--- config.mk ---
export PLATFORM = sky130hd
export DESIGN_NAME = keypad_uart_transmit
export DESIGN_NICKNAME = d
export VERILOG_FILES = /design/src/rtl/keypad_uart_transmit.sv
export SDC_FILE = /design/constraint.sdc
export NUM_CORES = 1
export LEC_CHECK = 0
export ABC_AREA = 1
export BUFFER_PORTS_ARGS = -buffer_cell sky130_fd_sc_hd__buf_2
export CORE_MARGIN = 2
export CORE_UTILIZATION = 50
export CTS_CLUSTER_SIZE = 24
export DETAILED_ROUTE_END_ITERATION = 6
export MAX_ROUTING_LAYER = met4
export PLACE_DENSITY = 0.67
export SYNTH_ARGS = -nofsm -noshare
export SYNTH_HDL_FRONTEND = slang
export SYNTH_SLANG_ARGS = --single-unit
--- constraint.sdc ---
create_clock -name clk -period 1.8 [get_ports clk]
set_input_delay 0.09 -clock clk [delete_from_list [all_inputs] [get_ports clk]]
set_output_delay 0.09 -clock clk [all_outputs]
set_load 0.005 [all_outputs]
--- src/rtl/keypad_uart_transmit.sv ---
// keypad_uart_transmit: 4-digit keypad entry buffer plus UART sender of the buffer as ASCII "dddd\r" (8N1; 8E1 with TX_PARITY_EN).
// Latency: start bit of byte 0 begins one cycle after an accepted submit; frame lasts 50*DIV cycles (55*DIV with TX_PARITY_EN).
// Backpressure: submit while busy is dropped silently (no queueing); digit entry and clear are never blocked.
module keypad_uart_transmit #(
  parameter int CLK_FREQ = 50000000,
  parameter int BAUD     = 9600
) (
  input  logic       clk,
  input  logic       reset,
  input  logic [3:0] num,
  input  logic       numPressed,
  input  logic       clear,
  input  logic       submit,
  output logic [3:0] num1,
  output logic [3:0] num2,
  output logic [3:0] num3,
  output logic [3:0] num4,
  output logic       txd,
  output logic       busy,
  output logic       done
);

  localparam int DIV = CLK_FREQ / BAUD;
  localparam int CW  = (DIV > 1) ? $clog2(DIV) : 1;
  localparam logic [CW-1:0] LAST     = CW'(DIV - 1);
  localparam logic [CW-1:0] PRE_LAST = CW'(DIV - 2);

  typedef enum logic [2:0] {
    IDLE,
    START,
    DATA,
`ifdef TX_PARITY_EN
    PARITY,
`endif
    STOP
  } state_t;

  state_t          state;
  logic [4:0][7:0] frame;     // snapshot taken at submit; frame[0] goes out first
  logic [2:0]      byte_idx;
  logic [2:0]      bit_idx;
  logic [CW-1:0]   baud_cnt;
  logic            bit_end;
  logic [7:0]      cur_byte;

  assign bit_end  = (baud_cnt == LAST);
  assign cur_byte = frame[byte_idx];

  // Entry buffer: clear wins over a digit; digits above 9 are ignored; busy does not block entry.
  always_ff @(posedge clk or posedge reset) begin
    if (reset) begin
      num1 <= 4'd0;
      num2 <= 4'd0;
      num3 <= 4'd0;
      num4 <= 4'd0;
    end else if (clear) begin
      num1 <= 4'd0;
      num2 <= 4'd0;
      num3 <= 4'd0;
      num4 <= 4'd0;
    end else if (numPressed && (num <= 4'd9)) begin
      num1 <= num2;
      num2 <= num3;
      num3 <= num4;
      num4 <= num;
    end
  end

  // Transmit FSM: registered txd/busy/done, baud counter held at 0 in IDLE.
  always_ff @(posedge clk or posedge reset) begin
    if (reset) begin
      state    <= IDLE;
      frame    <= '0;
      byte_idx <= 3'd0;
      bit_idx  <= 3'd0;
      baud_cnt <= '0;
      txd      <= 1'b1;
      busy     <= 1'b0;
      done     <= 1'b0;
    end else begin
      done <= 1'b0;
      if (state != IDLE) begin
        baud_cnt <= bit_end ? '0 : baud_cnt + 1'b1;
      end
      case (state)
        IDLE: begin
          txd      <= 1'b1;
          busy     <= 1'b0;
          baud_cnt <= '0;
          if (submit) begin
            // Snapshot uses the buffer as it stands before any same-cycle edit.
            frame    <= {8'h0D, 8'h30 + {4'h0, num4}, 8'h30 + {4'h0, num3},
                         8'h30 + {4'h0, num2}, 8'h30 + {4'h0, num1}};
            state    <= START;
            txd      <= 1'b0;
            busy     <= 1'b1;
            byte_idx <= 3'd0;
            bit_idx  <= 3'd0;
          end
        end
        START: begin
          if (bit_end) begin
            state   <= DATA;
            bit_idx <= 3'd0;
            txd     <= cur_byte[0];
          end
        end
        DATA: begin
          if (bit_end) begin
            if (bit_idx == 3'd7) begin
`ifdef TX_PARITY_EN
              state <= PARITY;
              txd   <= ^cur_byte;
`else
              state <= STOP;
              txd   <= 1'b1;
`endif
            end else begin
              bit_idx <= bit_idx + 3'd1;
              txd     <= cur_byte[bit_idx + 3'd1];
            end
          end
        end
`ifdef TX_PARITY_EN
        PARITY: begin
          if (bit_end) begin
            state <= STOP;
            txd   <= 1'b1;
          end
        end
`endif
        STOP: begin
          // done is registered, so raise it one cycle early to land in the last stop cycle.
          if ((baud_cnt == PRE_LAST) && (byte_idx == 3'd4)) begin
            done <= 1'b1;
          end
          if (bit_end) begin
            if (byte_idx != 3'd4) begin
              byte_idx <= byte_idx + 3'd1;
              state    <= START;
              txd      <= 1'b0;
            end else begin
              state <= IDLE;
              busy  <= 1'b0;
              txd   <= 1'b1;
            end
          end
        end
        default: begin
          state <= IDLE;
          txd   <= 1'b1;
          busy  <= 1'b0;
        end
      endcase
    end
  end

endmodule

==> impl_metrics.ini <==
[synthesis]
synth_area_um2 = 2840
synth_edf_count = 0
synthSimpleGateAreaFrac_pct = 22.9
synthCells = 337
yosys_register_bits = 57
async_reset_ff_share_pct = 100
avgSynthCellArea_um2 = 8.41
synth_seq_area_share_pct = 50.4
synth_flop_cell = dfrtp_1
synth_top_family_by_area = simple AND/OR/NAND/NOR gates
synth_top_area_cell = dfrtp_1
synth_cell_types = 31
syn-num-nets = 356
synthXorXnorAreaFrac_pct = 1.85
synth_fa_ha_area_share_pct = 4.41
yosys_warnings = 0
synth_compound_area_share_pct = 11.7
yosys-top-cells-count = nand2_1 (61), dfrtp_1 (56), inv_1 (44)
ys_top_cells_by_area = dfrtp_1 (49%), nand2_1 (8.1%), o21ai_0 (6.9%)
yosys-mux-area-fraction_pct = 0
synth_most_common_cell = nand2_1
synth_top_area_share_pct = 49.4

[global_route]
grt_pass1_vias = 2200
grt_usage_pct = 21.0
grt_pass1_wl_mm = 9.92
antenna_found_initial = 0
grt_max_degree = 40
grt_overflow = 0

[worst_setup_path]
rrSetupSlack_ps = 140
crit_chain = inv_1 -> ha_1 -> o21ai_2 -> nand2_1 -> clkinv_1 -> o211ai_2 -> nor2_1 -> a21oi_1
cp.required_ps = 2050
worst-path-stages = 8
worstPathBufferInverterCount = 2
start_kind = flop
r2r_start = state[0]
critical_path.max_stage_delay_ps = 400
cp_max_fo = 9
crit_start = state[0]
arrival_ps = 1910
path_delay_family = flip-flops
endpoint_kind = flop
r2r_cells = 8
path_class = flop to flop
rr_endpoint = state[1]
cp_slowest_cell = dfrtp_1

[timing]
rsz0062_at_grt = false
fin_crit_ps = 1660
fin_skew_ps = 4.64
setup_tns_ps = 0
timing.fmax_mhz = 602
setup_viol = 0
min_period_over_period_pct = 92.2
worst_slack_ps = 140
finalMaxSlewViolations = 0
tightestPinTransition_ps = 440
hold_viol = 0
slew-limit-headroom_pct = 70.6

[route]
drt_pass1_iterations = 4
drt_iter0_drc = 120
wl_per_cell_um = 12.1
drcViolationCount = 0
wirelength_mm = 5.47
final_antenna_net_count = 0
vias = 2246
viasPerCell = 4.97

[hold_path]
hold_path_depth = 5
hp-class = primary input to flop
holdPathEnd = num4[2]
worstHoldStart = clear

[clock_tree]
clk_pin_slew_ps = 70
insertion_delay_ps = 330
cts_setup_buffers = 0
cts_sinks = 57
cts_tree = done
max-clock-path-buffers = 2
root_buffer = clkbuf_8
htree_levels = 3
numCtsBuffers = 9

[place]
hpwl_mm = 3.88
routabilityCongestion = 0.903
place_ws_ps = 157
io_buffer_count = 27

[power_and_ir_drop]
ir_drop_mv = 0.467
p_per_area_nw_per_um2 = 782
p_leak_nw = 1.56

[cells_and_area]
area_delta_synth_final_pct = 16.5
fin_nets = 394
diodes = 0
drive_gt1_share_pct = 17.1

[die]
rows = 27
initial_utilization_pct = 51.5
die_area_um2 = 6290
coreArea_um2 = 5510
die_x_um = 79.3
ioPinCount = 28
die_height_um = 79.3

[run]
cap_violations = 0

[outcome]
run_status = finished, final reports clean
-- cell usage in the layout (no fill, tap or decap), drive strengths merged, types with 3 or more instances in the layout --
cell,synthesis,routed
nand2,64,64
buf,4,33
nand3,36,36
clkbuf,7,10
dlygate4sd3,0,5
nor2,32,32
ha,10,10
nor3,6,6
clkinv,2,7
inv,45,45
xnor2,3,3
a21oi,15,15
xor2,3,3
nand4,3,3
dfrtp,56,56
o21ai,42,42
-- flip-flops by register name, summed over array words and instances (netlist names) --
register  count
byte_idx      3
num3          4
busy          1
done          1
bit_idx       3
num4          4
state         2
num1          4
baud_cnt     13
txd           1
frame        17
num2          4
-- cell type report --
class,count,area (um2)
Clock buffer,10,128
Clock inverter,6,58.8
Fill cell,513,2200
Inverter,47,181
Multi-Input combinational cell,222,1170
Sequential cell,57,1430
Tap cell,72,90.1
Timing Repair Buffer,38,243
-- worst register-to-register path, cell delays in order (launching register included) --
cell and delay, ps:
dfrtp_1 400, inv_1 150, ha_1 390, o21ai_2 120, nand2_1 90, clkinv_1 100
o211ai_2 100, nor2_1 70, a21oi_1 150
-- worst max path at each step --
stage | to | slack (ps)
3_5_place_dp | bit_idx[0] | 160
4_1_cts | txd | 140
3_3_place_gp | txd | 220
5_1_grt | bit_idx[0] | 3
6_report | state[1] | 140
2_1_floorplan | byte_idx[2] | 260
-- repair_timing --
| item | 4_1_cts | 5_1_grt |
|---|---|---|
| endpoints found under the setup margin | 0 | 5 |
| hold endpoints to repair | 22 | 0 |
| hold buffers | 5 | 0 |
| resized for setup | 0 | 2 |
-- power breakdown --
part,total [mW],internal (mW),switching (mW),leakage [nW]
registers,1.32,1.30,0.0151,0.730
clock network,1.14,0.631,0.507,0.0998
logic,0.124,0.0479,0.0763,0.730
total,2.58,1.98,0.599,1.56
-- logic make-up (layout without fill, tap and decap cells) --
| kind of cell | count (synthesis) | count (layout) |
|---|---|---|
| buf+inv | 58 | 101 |
| xor+xnor | 6 | 6 |
| flops | 57 | 57 |
| simple gates | 144 | 144 |
| fa+ha+maj | 10 | 10 |
| compound gates | 62 | 62 |
-- per-layer routing --
metal	track usage, %	part of all wire (%)	wire length (um)	up-vias
met5	-	0	0	-
met4	9.14	1.7	91	0
met3	4.89	3.1	170	7
met2	31.8	46	2500	32
met1	27.1	49	2700	1036
li1	-	-	-	1171
-- metrics by stage --
step | util (%) | total power, mW | hold slack, ps | cell area, um2 | cells
after floorplan | - | 1.40 | 240 | 2840 | 337
after global placement | 55.4 | 1.46 | 112 | 3050 | 431
after detailed placement | 55.4 | 1.46 | 119 | 3050 | 431
after CTS | 59.7 | 2.62 | 266 | 3290 | 452
after global routing | 60.0 | 2.70 | 301 | 3300 | 452
final | 60.0 | 2.58 | 281 | 3300 | 452
No activity file was read; power rests on OpenSTA's default activity.
